## config.mk

```make
export PLATFORM = sky130hd
export DESIGN_NAME = trace_capture
export DESIGN_NICKNAME = d
export VERILOG_FILES = /design/src/rtl/trace_capture.sv
export SDC_FILE = /design/constraint.sdc
export NUM_CORES = 1
export LEC_CHECK = 0
export ABC_CLOCK_PERIOD_IN_PS = 4350
export CAP_MARGIN = 10
export CELL_PAD_IN_SITES_DETAIL_PLACEMENT = 0
export CELL_PAD_IN_SITES_GLOBAL_PLACEMENT = 1
export CORE_MARGIN = 2
export CORE_UTILIZATION = 45
export DETAILED_ROUTE_END_ITERATION = 10
export DONT_BUFFER_PORTS = 1
export GPL_TIMING_DRIVEN = 0
export HOLD_SLACK_MARGIN = 0.06
export PLACE_DENSITY = 0.83
export RECOVER_POWER = 100
export SETUP_SLACK_MARGIN = 0.02
export SYNTH_ARGS = -nofsm -noshare
export SYNTH_HDL_FRONTEND = slang
export SYNTH_SLANG_ARGS = --single-unit
```

## constraint.sdc

```tcl
create_clock -name clk -period 4.35 [get_ports clk]
set_input_delay 0.6525 -clock clk [delete_from_list [all_inputs] [get_ports clk]]
set_output_delay 0.6525 -clock clk [all_outputs]
set_load 0.02 [all_outputs]
```

## src/rtl/trace_capture.sv

```systemverilog
// Acquisition front end for the scope trace RAM: decimates ADC samples, waits
// for a level trigger (or force/auto timeout), then writes one frame of screen Y values.
module trace_capture #(
  parameter int DEPTH   = 640,
  parameter int AW      = 10,
  parameter int DW      = 9,
  parameter int SW      = 12,
  parameter int AUTO_TO = 4096
) (
  input  logic          clk,
  input  logic          rst,
  input  logic          sample_valid,
  input  logic [SW-1:0] sample,
  input  logic [15:0]   decim,
  input  logic [8:0]    trig_level,
  input  logic          trig_rising,
  input  logic          auto_mode,
  input  logic          arm,
  input  logic          force_trig,
  output logic          we,
  output logic [AW-1:0] waddr,
  output logic [DW-1:0] wdata,
  output logic          busy,
  output logic          done
);

  localparam int TW = $clog2(AUTO_TO);
  localparam logic [8:0] Y_MAX = 9'd479;

  typedef enum logic [1:0] {
    IDLE,
    WAIT_TRIG,
    CAPTURE,
    DONE
  } state_t;

  state_t        state_q, state_d;
  logic [15:0]   dcnt_q, dcnt_d;
  logic [TW-1:0] tocnt_q, tocnt_d;
  logic [8:0]    prev_s9_q, prev_s9_d;
  logic          have_prev_q, have_prev_d;
  logic [AW-1:0] wptr_q, wptr_d;
  logic          we_q, we_d;
  logic [AW-1:0] waddr_q, waddr_d;
  logic [DW-1:0] wdata_q, wdata_d;
  logic          busy_q, busy_d;
  logic          done_q, done_d;

  logic [8:0] s9;
  logic [8:0] y9;
  logic       tick;
  logic       arm_ok;
  logic       edge_hit;
  logic       auto_hit;

  always_comb begin
    s9       = 9'(sample >> (SW - 9));
    y9       = (s9 > Y_MAX) ? 9'd0 : (Y_MAX - s9);
    tick     = sample_valid && (dcnt_q == 16'd0);
    arm_ok   = arm && ((state_q == IDLE) || (state_q == DONE));
    edge_hit = have_prev_q &&
               (trig_rising ? ((prev_s9_q < trig_level) && (s9 >= trig_level))
                            : ((prev_s9_q >= trig_level) && (s9 < trig_level)));
    auto_hit = auto_mode && (tocnt_q == TW'(AUTO_TO - 1));
  end

  always_comb begin
    state_d     = state_q;
    dcnt_d      = dcnt_q;
    tocnt_d     = tocnt_q;
    prev_s9_d   = prev_s9_q;
    have_prev_d = have_prev_q;
    wptr_d      = wptr_q;
    we_d        = 1'b0;
    waddr_d     = waddr_q;
    wdata_d     = wdata_q;

    // Decimator free-runs; a fresh arm restarts it so the next valid sample is a tick.
    if (arm_ok) begin
      dcnt_d = 16'd0;
    end else if (sample_valid) begin
      dcnt_d = tick ? decim : (dcnt_q - 16'd1);
    end

    case (state_q)
      IDLE, DONE: begin
        if (arm_ok) begin
          state_d     = WAIT_TRIG;
          have_prev_d = 1'b0;
          tocnt_d     = '0;
        end
      end
      WAIT_TRIG: begin
        if (tick) begin
          prev_s9_d   = s9;
          have_prev_d = 1'b1;
          tocnt_d     = tocnt_q + TW'(1);
        end
        if (force_trig || (tick && (edge_hit || auto_hit))) begin
          state_d = CAPTURE;
          wptr_d  = '0;
          if (tick) begin
            we_d    = 1'b1;
            waddr_d = '0;
            wdata_d = DW'(y9);
            wptr_d  = AW'(1);
          end
        end
      end
      CAPTURE: begin
        if (tick) begin
          we_d    = 1'b1;
          waddr_d = wptr_q;
          wdata_d = DW'(y9);
          if (wptr_q == AW'(DEPTH - 1)) begin
            state_d = DONE;
          end else begin
            wptr_d = wptr_q + AW'(1);
          end
        end
      end
      default: state_d = IDLE;
    endcase

    busy_d = (state_d == WAIT_TRIG) || (state_d == CAPTURE);
    done_d = (state_d == DONE);
  end

  always_ff @(posedge clk) begin
    if (rst) begin
      state_q     <= IDLE;
      dcnt_q      <= '0;
      tocnt_q     <= '0;
      prev_s9_q   <= '0;
      have_prev_q <= 1'b0;
      wptr_q      <= '0;
      we_q        <= 1'b0;
      waddr_q     <= '0;
      wdata_q     <= '0;
      busy_q      <= 1'b0;
      done_q      <= 1'b0;
    end else begin
      state_q     <= state_d;
      dcnt_q      <= dcnt_d;
      tocnt_q     <= tocnt_d;
      prev_s9_q   <= prev_s9_d;
      have_prev_q <= have_prev_d;
      wptr_q      <= wptr_d;
      we_q        <= we_d;
      waddr_q     <= waddr_d;
      wdata_q     <= wdata_d;
      busy_q      <= busy_d;
      done_q      <= done_d;
    end
  end

  assign we    = we_q;
  assign waddr = waddr_q;
  assign wdata = wdata_q;
  assign busy  = busy_q;
  assign done  = done_q;

endmodule
```

* Yosys cells after proc, flatten, opt, wreduce, memory -nomap -nowiden
Cells that the tools add are included.
** Cells by class
- Shifts and indexed selects :: 0
- Reduce and logical (&&, ||, !) cells :: 22
- $lt $le $gt $ge :: 5
- Muxes and demuxes :: 29
- Add/sub/neg operators :: 4
- Bitwise operators :: 0
- Multipliers :: 0
- Div/mod/pow operators :: 0
- Equality and inequality tests :: 13
** Operators with widths (count)
- two-way mux 10 bit :: 6
- case mux 10 bit (2 select lines) :: 2
- two-way mux 9 bit :: 3
- two-way mux 12 bit :: 2
- case mux 12 bit (2 select lines) :: 1
- greater-or-equal comparator 9 bit :: 2
- less-than comparator 9 bit :: 2
- case mux 9 bit (2 select lines) :: 1
- zero test 16 bit :: 1
- two-way mux 16 bit :: 1
- subtractor 16 x 1 -> 16 bit (second input constant) :: 1
- adder 12 x 1 -> 12 bit (second input constant) :: 1
- equality test 12 bit (second input constant) :: 1
- adder 10 x 1 -> 10 bit (second input constant) :: 1
- equality test 10 bit (second input constant) :: 1
- != test 2 bit (second input constant) :: 5
- > comparator 9 bit (second input constant) :: 1
- subtractor 9 bit (first input constant) :: 1
- equality test 2 bit (second input constant) :: 4
- two-way mux 2 bit :: 4
- AND reduction 4 bit :: 2
- logical AND 1 bit :: 7
- two-way mux 1 bit :: 6
- case mux 2 bit (3 select lines) :: 1
- other kinds (8) :: 16
** Storage, ports and cells
- Output and inout bits :: 22
- Memories kept :: 0
- Word-level logic and storage cells :: 84
- Flip-flop bits (word level) :: 72
- Bits in latches :: 0
- Bits in read-only memories :: 0
- Memory bits (writable) :: 0

* Longest topological paths before layout
- Depth in word-level cells :: 11
- Gate-level depth with buffers :: 11

* Least setup slack after synthesis
No wires, ideal clock.
- Kind :: input port to flip-flop
- Start :: in trig_level[4]
- End :: reg busy_q, in the netlist busy
- Data required time :: 4220 ps
- Path buffers :: 0
- Setup slack :: 1510 ps
- Data arrival time :: 2709 ps
- Stages :: 11
- Cells stage by stage :: inv_1 ha_1 a21oi_1 o21ai_0 a221o_1 o2111ai_1 nand4_1 a211o_1 nand2_1 ha_1 nor2b_1
** Between the ends
- Word-level cells in the longest chain between the ends :: 11
- Elaborated cells on any way between the ends :: 16
- Classes of those cells :: 4 x order compare; 2 x eq/ne; 3 x mux; 7 x reduce/logical
** Ends and longest elaborated chain
- start, declared :: line 15 : input logic [8:0] trig_level,
- greater-or-equal comparator 9 bit (tied with other cells) :: line 63 : : ((prev_s9_q >= trig_level) && (s9 < trig_level)));
- logical AND 1 bit (on tied branches) :: line 63, 62
- two-way mux 1 bit * :: line 62 : (trig_rising ? ((prev_s9_q < trig_level) && (s9 >= trig_level))
- logical AND 1 bit * :: line 61 : edge_hit = have_prev_q &&
- logical OR 1 bit * :: line 99 : if (force_trig || (tick && (edge_hit || auto_hit))) begin
- logical AND 1 bit * :: line 99
- logical OR 1 bit * :: line 99
- two-way mux 2 bit * :: line 99
- case mux 2 bit (3 select lines) * :: line 85 : case (state_q)
- net state_d[0] :: line 37 : state_t state_q, state_d;
- equality test 2 x 1 -> 1 bit / equality test 2 bit (equally long branches) :: line 125 : busy_d = (state_d == WAIT_TRIG) || (state_d == CAPTURE);
- logical OR 1 bit * :: line 125
- net busy_d :: line 46 : logic busy_q, busy_d;
- end signal, assigned :: line 152 : busy_q <= busy_d;
- end, declared :: line 46
Mark *: on every way through the listed nets, which the timed path passes. The rest lies on a longest branch.
A chain may end at the register's enable or synchronous reset.

* Worst setup path after layout
- Start :: reg dcnt_q[2]
- End :: reg busy_q, in the netlist busy
** Between the ends
- Word-level cells in the longest chain between the ends :: 8
- Elaborated cells on any way between the ends :: 10
- Classes of those cells :: 2 x eq/ne; 3 x mux; 5 x reduce/logical
** Ends and longest elaborated chain
- start, declared :: line 38 : logic [15:0] dcnt_q, dcnt_d;
- start signal, assigned :: line 144 : dcnt_q <= dcnt_d;
- zero test 16 bit * :: line 59 : tick = sample_valid && (dcnt_q == 16'd0);
- logical AND 1 bit * :: line 59
- logical AND 1 bit :: line 99
- logical OR 1 bit :: line 99
- two-way mux 2 bit :: line 99
- case mux 2 bit (3 select lines) * :: line 85
- equality test 2 x 1 -> 1 bit / equality test 2 bit (equally long branches) :: line 125
- logical OR 1 bit * :: line 125
- net busy_d :: line 46
Marked as above.

==> flow_metrics.env <==
export IMPL_place_hpwl_um=7720
export IMPL_grt_pass1_vias=3508
export IMPL_synthTopCellsByArea="dfxtp_1, ha_1, a21oi_1"
export IMPL_hold_path_depth=2
export IMPL_synth_distinct_cells=62
export IMPL_critPathRequiredTime_ps=4560
export IMPL_period_share_pct=77.3
export IMPL_peakVddDrop_mv=0.213
export IMPL_rr_worst_depth=8
export IMPL_synth_xor_area_share_pct=0.212
export IMPL_syn_avg_cell_area_sq_um=8.05
export IMPL_regToRegEndpoint="busy"
export IMPL_fillers=907
export IMPL_min_period_ps=3360
export IMPL_min_path_type="primary input to register"
export IMPL_clkTransAtPathRegs_ps=80
export IMPL_final_common_cell="dfxtp_1"
export IMPL_critPathCaptureType="register"
export IMPL_overflow=0
export IMPL_nNetsFinal=594
export IMPL_synth_cells=514
export IMPL_wl_per_cell_um=16.1
export IMPL_slowest_stage="nor4_1"
export IMPL_timing_fmax_mhz=297
export IMPL_yosysTopAreaCell="dfxtp_1"
export IMPL_core_sq_mm=0.00906
export IMPL_synth_simple_area_share_pct=26.7
export IMPL_yosys_area_share_adder_pct=7.56
export IMPL_holdBufCountCts=0
export IMPL_initial_core_util_pct=45.7
export IMPL_synth_edf_count=0
export IMPL_drtIter0Drc=215
export IMPL_fin_util_pct=48.7
export IMPL_clock_latency_ps=350
export IMPL_cts_inserted_buffers=9
export IMPL_fin_setup_tns_ps=0
export IMPL_grt_start_max_net_pins=12
export IMPL_antenna_found_initial=0
export IMPL_area_growth_syn_to_layout_pct=6.59
export IMPL_async_reset_ff_share_pct=0
export IMPL_die_area_sq_mm=0.00998
export IMPL_hold_violations=0
export IMPL_first_pass_iters=4
export IMPL_n_antenna_cell=0
export IMPL_cp_arrival_ps=3580
export IMPL_syn_nets=583
export IMPL_synth_seq_area_share_pct=34.8
export IMPL_regToRegStartpoint="dcnt_q[2]"
export IMPL_ys_flop_type="dfxtp_1"
export IMPL_cts_setup_buffers=0
export IMPL_setup_viol=0
export IMPL_layout_drive_gt1_share_pct=6.04
export IMPL_mostFrequentLayoutCells="dfxtp_1, a21oi_1, nor2_1"
export IMPL_worst_slew_pin_slew_ps=936
export IMPL_p_leak_nw=1.64
export IMPL_holdPathEnd="prev_s9_q[6]"
export IMPL_grt_util_all_layers_pct=21.2
export IMPL_synth_top_cell_area_share_pct=34.8
export IMPL_io_pins=66
export IMPL_yosysWarnings=0
export IMPL_slew_viol_final=0
export IMPL_power_mw=1.82
export IMPL_ant_nets=0
export IMPL_r2r_setup_slack_ps=990
export IMPL_crit_chain="nor3_1 -> nand2_1 -> nor4_1 -> clkbuf_1 -> a21oi_1 -> a21oi_1 -> ha_1 -> nor2b_1"
export IMPL_cts_max_path_buffers=2
export IMPL_startpoint_type="register"
export IMPL_finClkSkew_ps=15.7
export IMPL_synth_top_family_by_area="simple AND/OR/NAND/NOR gates"
export IMPL_synthesis_area_sq_mm=0.00414
export IMPL_slowest_delay_ps=830
export IMPL_drcViolationCount=0
export IMPL_num_rows=35
export IMPL_maxSlewHeadroom_pct=37.0
export IMPL_via_per_inst=5.78
export IMPL_p_per_area_mw_per_mm2=412
export IMPL_final_cells=641
export IMPL_place_inst=625
export IMPL_crit_fanout=10
export IMPL_rsz0062_at_grt="no"
export IMPL_synth_compound_area_share_pct=21.4
export IMPL_min_delay_start="sample[9]"
export IMPL_ys_ff_latch=72
export IMPL_num_vias=3705
export IMPL_wirelength_um=10300
export IMPL_path_class="register to register"
export IMPL_die_w_um=99.9
export IMPL_h_tree_depth=3
export IMPL_cts_tree="yes"
export IMPL_grt_pass1_wl_um=17000
export IMPL_drv_cap=0
export IMPL_ctsResizeCount=0
export IMPL_root_buffer="clkbuf_8"
export IMPL_critical_path_most_common_cell="a21oi_1"
export IMPL_synthMuxAreaShare_pct=4.14
export IMPL_status="finished clean"
export IMPL_fp_dieH_um=99.9
export IMPL_port_buffers=0
export IMPL_cts_sinks=72
export IMPL_place_congestion=0.872
[Yosys cell counts (all sizes together), types with 3 or more instances]
library cell  instances
nor2                 54
and3                  4
nand4                15
a211o                 3
a21oi                57
and4                  3
mux2i                 7
nor3                 20
a31oi                 5
o21ai                34
nor4                  6
or2                   4
ha                   25
or3                   4
nand2                48
clkbuf               22
mux2                  7
inv                  26
nor2b                12
nor3b                 4
nand3                22
a311oi                7
dfxtp                72
buf                   5
a32o                  8
a211oi               11
[layer usage]
metal	part of all wire [%]	global-route usage (%)	vias to the layer above
met3	5.4	5.85	9
met4	1.1	6.64	0
li1	-	-	1906
met2	45	34.7	73
met5	0	0	-
met1	48	27.1	1717
[cell type report]
type / count / area, sq um / share of cell area, %
clock buffer: 14 / 183 / 4.14
inverter: 26 / 97.6 / 2.21
multi-input combinational: 389 / 2410 / 54.7
sequential: 72 / 1440 / 32.7
buffer: 27 / 103 / 2.32
tap: 111 / 139 / 3.15
clock inverter: 2 / 35.0 / 0.794
[worst max path at each step]
stage | from | to | slack, ps
final | dcnt_q[2] | busy | 990
after global routing | dcnt_q[2] | busy | 610
after CTS | dcnt_q[2] | busy | 1280
after detailed placement | trig_level[4] | busy | 1180
after global placement | trig_level[4] | busy | 1150
after floorplan | trig_level[4] | busy | 1510
[cells by family (layout without fill, tap and decap cells)]
kind of cell             Yosys count  after routing
XOR/XNOR                           1              1
AND/OR/NAND/NOR                  208            208
AO/OA/AOI/OAI                    141            141
flip-flops                        72             72
adder cells (fa/ha/maj)           25             25
buffers and inverters             53             69
multiplexers                      14             14
[sequential cells by signal, indices dropped and copies added (netlist names)]
signal and cells:
we 1, dcnt_q 16, waddr 10, tocnt_q 12
prev_s9_q 9, have_prev_q 1, done 1, wptr_q 10
state_q 2, wdata 9, busy 1
[worst max-delay path: cells and delay by family (launching register included)]
family,cells,cell delay [ps]
AO/OA/AOI/OAI,2,360
adder cells (fa/ha/maj),1,250
buffers and inverters,1,470
flip-flops,1,350
AND/OR/NAND/NOR,4,1790
[report_power, final]
part           leakage (nW)  switching (mW)  internal [mW]  total (mW)
Combinational         0.943           0.322          0.170       0.492
Sequential            0.583          0.0497          0.700       0.750
Clock                 0.113           0.248          0.327       0.576
Total                  1.64           0.620           1.20        1.82
[metrics by stage]
stage / hold slack [ps] / setup WS, ps / area, sq um
floorplan: 440 / 1510 / 4140
global placement: 453 / 1150 / 4280
detailed placement: 459 / 1180 / 4280
CTS: 439 / 1280 / 4500
global route: 441 / 612 / 4410
finish: 447 / 988 / 4410
No activity file was read; power rests on OpenSTA's default activity.
